$ cat config.mk
export PLATFORM = sky130hd
export DESIGN_NAME = regfile_sb
export DESIGN_NICKNAME = d
export VERILOG_FILES = /design/src/rtl/regfile_sb.sv
export SDC_FILE = /design/constraint.sdc
export NUM_CORES = 2
export LEC_CHECK = 0
export BUFFER_PORTS_ARGS = -buffer_cell sky130_fd_sc_hd__buf_4
export CAP_MARGIN = 5
export CELL_PAD_IN_SITES_DETAIL_PLACEMENT = 1
export CELL_PAD_IN_SITES_GLOBAL_PLACEMENT = 2
export CORE_ASPECT_RATIO = 1.4
export CORE_UTILIZATION = 50
export CTS_CLUSTER_SIZE = 12
export DETAILED_ROUTE_END_ITERATION = 7
export PLACE_DENSITY_LB_ADDON = 0.12
export SYNTH_ARGS = -nofsm -noshare
export SYNTH_HDL_FRONTEND = slang
export SYNTH_SLANG_ARGS = --single-unit
$ cat constraint.sdc
create_clock -name clk -period 17 [get_ports clk]
set_clock_uncertainty 0.05 [all_clocks]
set_input_delay 1.7 -clock clk [delete_from_list [all_inputs] [get_ports clk]]
set_output_delay 1.7 -clock clk [all_outputs]
set_load 0.02 [all_outputs]
$ cat src/rtl/regfile_sb.sv
// regfile_sb: multi-port register file with two write ports, NR combinational
// read ports and a per-register pending scoreboard.
// Register 0 is hardwired to zero and is never marked pending.
// Reads are write-first: a same-cycle write to the read address is forwarded,
// with write port 1 taking priority over write port 0.
module regfile_sb #(
  parameter int DW = 32,
  parameter int AW = 5,
  parameter int NR = 2
) (
  input  logic             clk,
  input  logic             reset,
  input  logic [NR*AW-1:0] ra,
  output logic [NR*DW-1:0] rd,
  output logic [NR-1:0]    rd_busy,
  input  logic             we0,
  input  logic             we1,
  input  logic [AW-1:0]    wa0,
  input  logic [AW-1:0]    wa1,
  input  logic [DW-1:0]    wd0,
  input  logic [DW-1:0]    wd1,
  input  logic             iss_v,
  input  logic [AW-1:0]    iss_a,
  input  logic             flush,
  output logic [AW:0]      busy_cnt
);

  localparam int DEPTH = 1 << AW;

  logic [DW-1:0]    mem [DEPTH];
  logic [DEPTH-1:0] pend;
  logic [DEPTH-1:0] pend_next;
  logic [AW:0]      cnt_next;

  // Writes and issues aimed at register 0 are dropped here so that nothing
  // downstream needs to special-case address zero again.
  logic w0_act;
  logic w1_act;
  logic iss_act;

  assign w0_act  = we0   && (wa0   != '0);
  assign w1_act  = we1   && (wa1   != '0);
  assign iss_act = iss_v && (iss_a != '0);

  // Data storage: port 1 is written last so it wins on an address collision.
  always_ff @(posedge clk) begin
    if (reset) begin
      for (int i = 0; i < DEPTH; i++) begin
        mem[i] <= '0;
      end
    end else begin
      if (w0_act) begin
        mem[wa0] <= wd0;
      end
      if (w1_act) begin
        mem[wa1] <= wd1;
      end
    end
  end

  // Next pending vector: writes retire, a same-cycle issue re-arms, flush wipes all.
  always_comb begin
    pend_next = pend;
    if (w0_act) begin
      pend_next[wa0] = 1'b0;
    end
    if (w1_act) begin
      pend_next[wa1] = 1'b0;
    end
    if (iss_act) begin
      pend_next[iss_a] = 1'b1;
    end
    if (flush) begin
      pend_next = '0;
    end
    pend_next[0] = 1'b0;
  end

  // Population count of the next pending vector, so the registered count
  // tracks the bits on the same edge.
  always_comb begin
    cnt_next = '0;
    for (int i = 0; i < DEPTH; i++) begin
      cnt_next = cnt_next + {{AW{1'b0}}, pend_next[i]};
    end
  end

  // Scoreboard state and its registered count.
  always_ff @(posedge clk) begin
    if (reset) begin
      pend     <= '0;
      busy_cnt <= '0;
    end else begin
      pend     <= pend_next;
      busy_cnt <= cnt_next;
    end
  end

  // One combinational read path per read port.
  for (genvar k = 0; k < NR; k++) begin : g_read
    logic [AW-1:0] addr;
    logic          hit0;
    logic          hit1;
    logic          iss_hit;
    logic [DW-1:0] data;
    logic          busy;

    assign addr    = ra[k*AW +: AW];
    assign hit0    = w0_act && (wa0 == addr);
    assign hit1    = w1_act && (wa1 == addr);
    assign iss_hit = iss_act && (iss_a == addr);

    // Write-first data selection with port 1 over port 0; register 0 reads zero.
    always_comb begin
      data = mem[addr];
      if (hit0) begin
        data = wd0;
      end
      if (hit1) begin
        data = wd1;
      end
      if (addr == '0) begin
        data = '0;
      end
    end

    // A write landing this cycle hides the pending bit unless an issue re-arms it.
    always_comb begin
      busy = pend[addr];
      if ((hit0 || hit1) && !iss_hit) begin
        busy = 1'b0;
      end
    end

    assign rd[k*DW +: DW] = data;
    assign rd_busy[k]     = busy;
  end

endmodule

==> flow_metrics.env <==
export IMPL_synthCells=4580
export IMPL_postCtsHoldBufs=0
export IMPL_cts_resized=0
export IMPL_synth_area_um2=63600
export IMPL_fillers=12000
export IMPL_hpwlAfterDp_um=158000
export IMPL_clock_fmax_ghz=0.122
export IMPL_io_pins=167
export IMPL_mostFrequentLayoutCell="edfxtp_1"
export IMPL_cp_slowest_cell="a2111oi_0"
export IMPL_die_area_um2=129000
export IMPL_min_from="pend[4]$_SDFF_PP0_"
export IMPL_drtIter0Drc=9284
export IMPL_clkTransAtPathRegs_ps=60
export IMPL_syn_avg_cell_area_um2=13.9
export IMPL_min_path_type="flip-flop to flip-flop"
export IMPL_grt_max_degree=112
export IMPL_worst_path_max_fanout=45
export IMPL_max_stage_delay_ps=960
export IMPL_layout_drive_gt1_share_pct=24.1
export IMPL_crit_top_cell="buf_4"
export IMPL_vias=51800
export IMPL_arrival_ps=6440
export IMPL_cts_buffers=109
export IMPL_gr_total_overflow=0
export IMPL_drt_total_wl_um=305000
export IMPL_r2r_cells=18
export IMPL_hold_viol=0
export IMPL_die_h_um=424
export IMPL_rows=154
export IMPL_yosysUniqueCellTypes=67
export IMPL_synth_main_ff_cell="edfxtp_1"
export IMPL_ys_ff_latch=1061
export IMPL_cts_buffer_depth=3
export IMPL_p_per_area_nw_per_um2=93.9
export IMPL_area_growth_syn_to_layout_pct=8.06
export IMPL_setup_viol=0
export IMPL_fp_coreArea_um2=126000
export IMPL_post_cts_setup_buffers=0
export IMPL_yosysTopAreaCell="edfxtp_1"
export IMPL_postSynth_asyncResetShare_pct=0
export IMPL_end_kind="primary output"
export IMPL_antenna_found_initial=21
export IMPL_crit_chain="buf_8 > buf_4 > buf_4 > buf_4 > mux2i_1 > a22o_1 > a2111oi_0 > a22oi_1 > o21ai_1 > buf_4"
export IMPL_ctsRootBufferMaster="clkbuf_16"
export IMPL_setup_tns_final_ps=0
export IMPL_grt_pass1_wl_um=411000
export IMPL_start_util_pct=50.5
export IMPL_vdd_ir_drop_max_mv=0.103
export IMPL_track_usage_pct=47.2
export IMPL_synth_edf_count=1024
export IMPL_cp_start_kind="input port"
export IMPL_min_to="pend[4]$_SDFF_PP0_"
export IMPL_slew_headroom_pct=20.0
export IMPL_path_class="input port to primary output"
export IMPL_violations="DRC"
export IMPL_antenna_left=0
export IMPL_period_minus_slack_ps=8190
export IMPL_r2r_end="busy_cnt[4]$_SDFF_PP0_"
export IMPL_cts_tree="built"
export IMPL_cap_violations=0
export IMPL_clock_latency_ps=740
export IMPL_cts_sinks=1061
export IMPL_grt_pass1_vias=51200
export IMPL_outcome="finished with violations"
export IMPL_finalCritPeriodShare_pct=48.2
export IMPL_cp_required_ps=15250
export IMPL_hold_ws_ps=585
export IMPL_htreeDepth=3
export IMPL_remaining_drc_errors=2
export IMPL_wl_per_cell_um=50.0
export IMPL_drt_pass1_iter_count=8
export IMPL_ys_seq_area_share_pct=49.5
export IMPL_synth_area_leaders="edfxtp_1 48%, mux4_2 16%, a22o_1 14%, mux2i_1 4.2%, clkbuf_1 2.7%"
export IMPL_place_congestion=0.901
export IMPL_r2r_start="pend[24]$_SDFF_PP0_"
export IMPL_slew_viol_final=0
export IMPL_die_w_um=304
export IMPL_synth_warnings=0
export IMPL_whs_path_depth=2
export IMPL_portBuffers=166
export IMPL_synth_top_area_share_pct=48.3
export IMPL_drt_vias_per_instance=8.51
export IMPL_worst_slew_pin_slew_ps=1200
export IMPL_nets=4472
export IMPL_r2r_slack_ps=11640
export IMPL_final_cell_mix="1024 x edfxtp_1, 998 x a22o_1, 466 x mux4_2"
export IMPL_final_util_pct=54.6
export IMPL_leakage_nw=23.5
export IMPL_grt_setup_unrepaired="false"
==> report_power, final <==
group | total [mW] | switching, mW | leakage [nW] | internal, mW
registers | 3.11 | 0.0835 | 10.1 | 3.03
logic | 1.04 | 0.661 | 11.9 | 0.374
clock network | 2.30 | 1.08 | 1.55 | 1.22
total | 6.45 | 1.83 | 23.5 | 4.63
==> metrics by stage <==
stage          std cells  instance area, um2  total power, mW  setup WS, ps
6_report            6092               68800             6.45          8810
5_1_grt             6070               68700             6.56          8640
4_1_cts             6067               68700             6.41          8820
3_5_place_dp        5874               65500             4.17          8820
3_3_place_gp        5874               65500             4.14          8840
2_1_floorplan       4611               63700             3.77          9840
==> Yosys cell counts (6+ instances only) <==
cell type and n:
a221o_1 15, o21ai_0 28, a21oi_1 73, and4_1 12, nor2_1 170, or2_2 18
a22oi_1 71, and2_1 11, buf_4 28, dfxtp_1 37, inv_1 28, or3_1 9
nand2b_1 16, xor2_1 12, a221oi_1 57, nand2_1 139, clkbuf_1 466, xnor2_1 21
buf_12 7, mux4_2 466, fa_1 23, a211oi_1 30, mux2i_1 265, a222oi_1 8
nor3_1 61, a32o_1 7, a2111oi_0 6, ha_1 7, a221oi_2 10, o21ai_1 65
edfxtp_1 1024, a22o_1 998, nor2b_1 24, o22ai_1 19, nor3b_1 25, a32oi_1 32
buf_2 78, a31oi_1 6, buf_6 45, a2111oi_2 7, buf_1 74, buf_8 6
nand3b_1 16
==> sequential cells by signal, indices dropped and copies added, names as in the netlist <==
signal,flops
mem,1024
pend,31
busy_cnt,6
==> worst max-delay path: cells and delay by family <==
| family | cells | cell delay (ps) |
|---|---|---|
| muxes | 1 | 160 |
| buffers and inverters | 5 | 2850 |
| AOI/OAI and AO/OA | 4 | 1590 |
==> logic make-up after synthesis <==
group                      after synthesis  share of synthesized area [%]
and+or+nand+nor                        531                           4.06
buffers and inverters                  735                           5.47
xor gates and xnor gates                33                          0.454
muxes                                  734                           20.7
DFF                                   1061                           49.5
adders and majority gates               30                          0.861
other                                    1                        0.00589
AOI/OAI and AO/OA                     1455                           18.9
==> final cells by class <==
type                       instances  area (um2)  share of cell area [%]
antenna                           25        62.6                  0.0910
multi-input combinational       2815       29300                    42.6
inverter                          30         116                   0.169
clock buffer                     148        2920                    4.24
sequential                      1061       31500                    45.8
tap                             1638        2050                    2.98
timing repair buffer             330        2560                    3.73
clock inverter                    45         278                   0.404
==> per-layer routing <==
layer	GRT usage [%]	vias up	wire (um)
met3	17.4	1454	47000
met5	0	-	285
li1	-	18500	-
met2	66.8	5108	130000
met1	58.9	26700	100000
met4	34.8	24	26900
==> how the worst max path moves through the flow <==
stage,to,startpoint,slack (ps)
final,rd[10],ra[0],8810
after global routing,rd[21],ra[0],8640
after CTS,rd[21],ra[0],8820
after detailed placement,rd[21],ra[0],8820
after global placement,rd[17],ra[0],8840
after floorplan,busy_cnt[4]$_SDFF_PP0_,iss_a[2],9840
(Power assumes the default switching activity.)
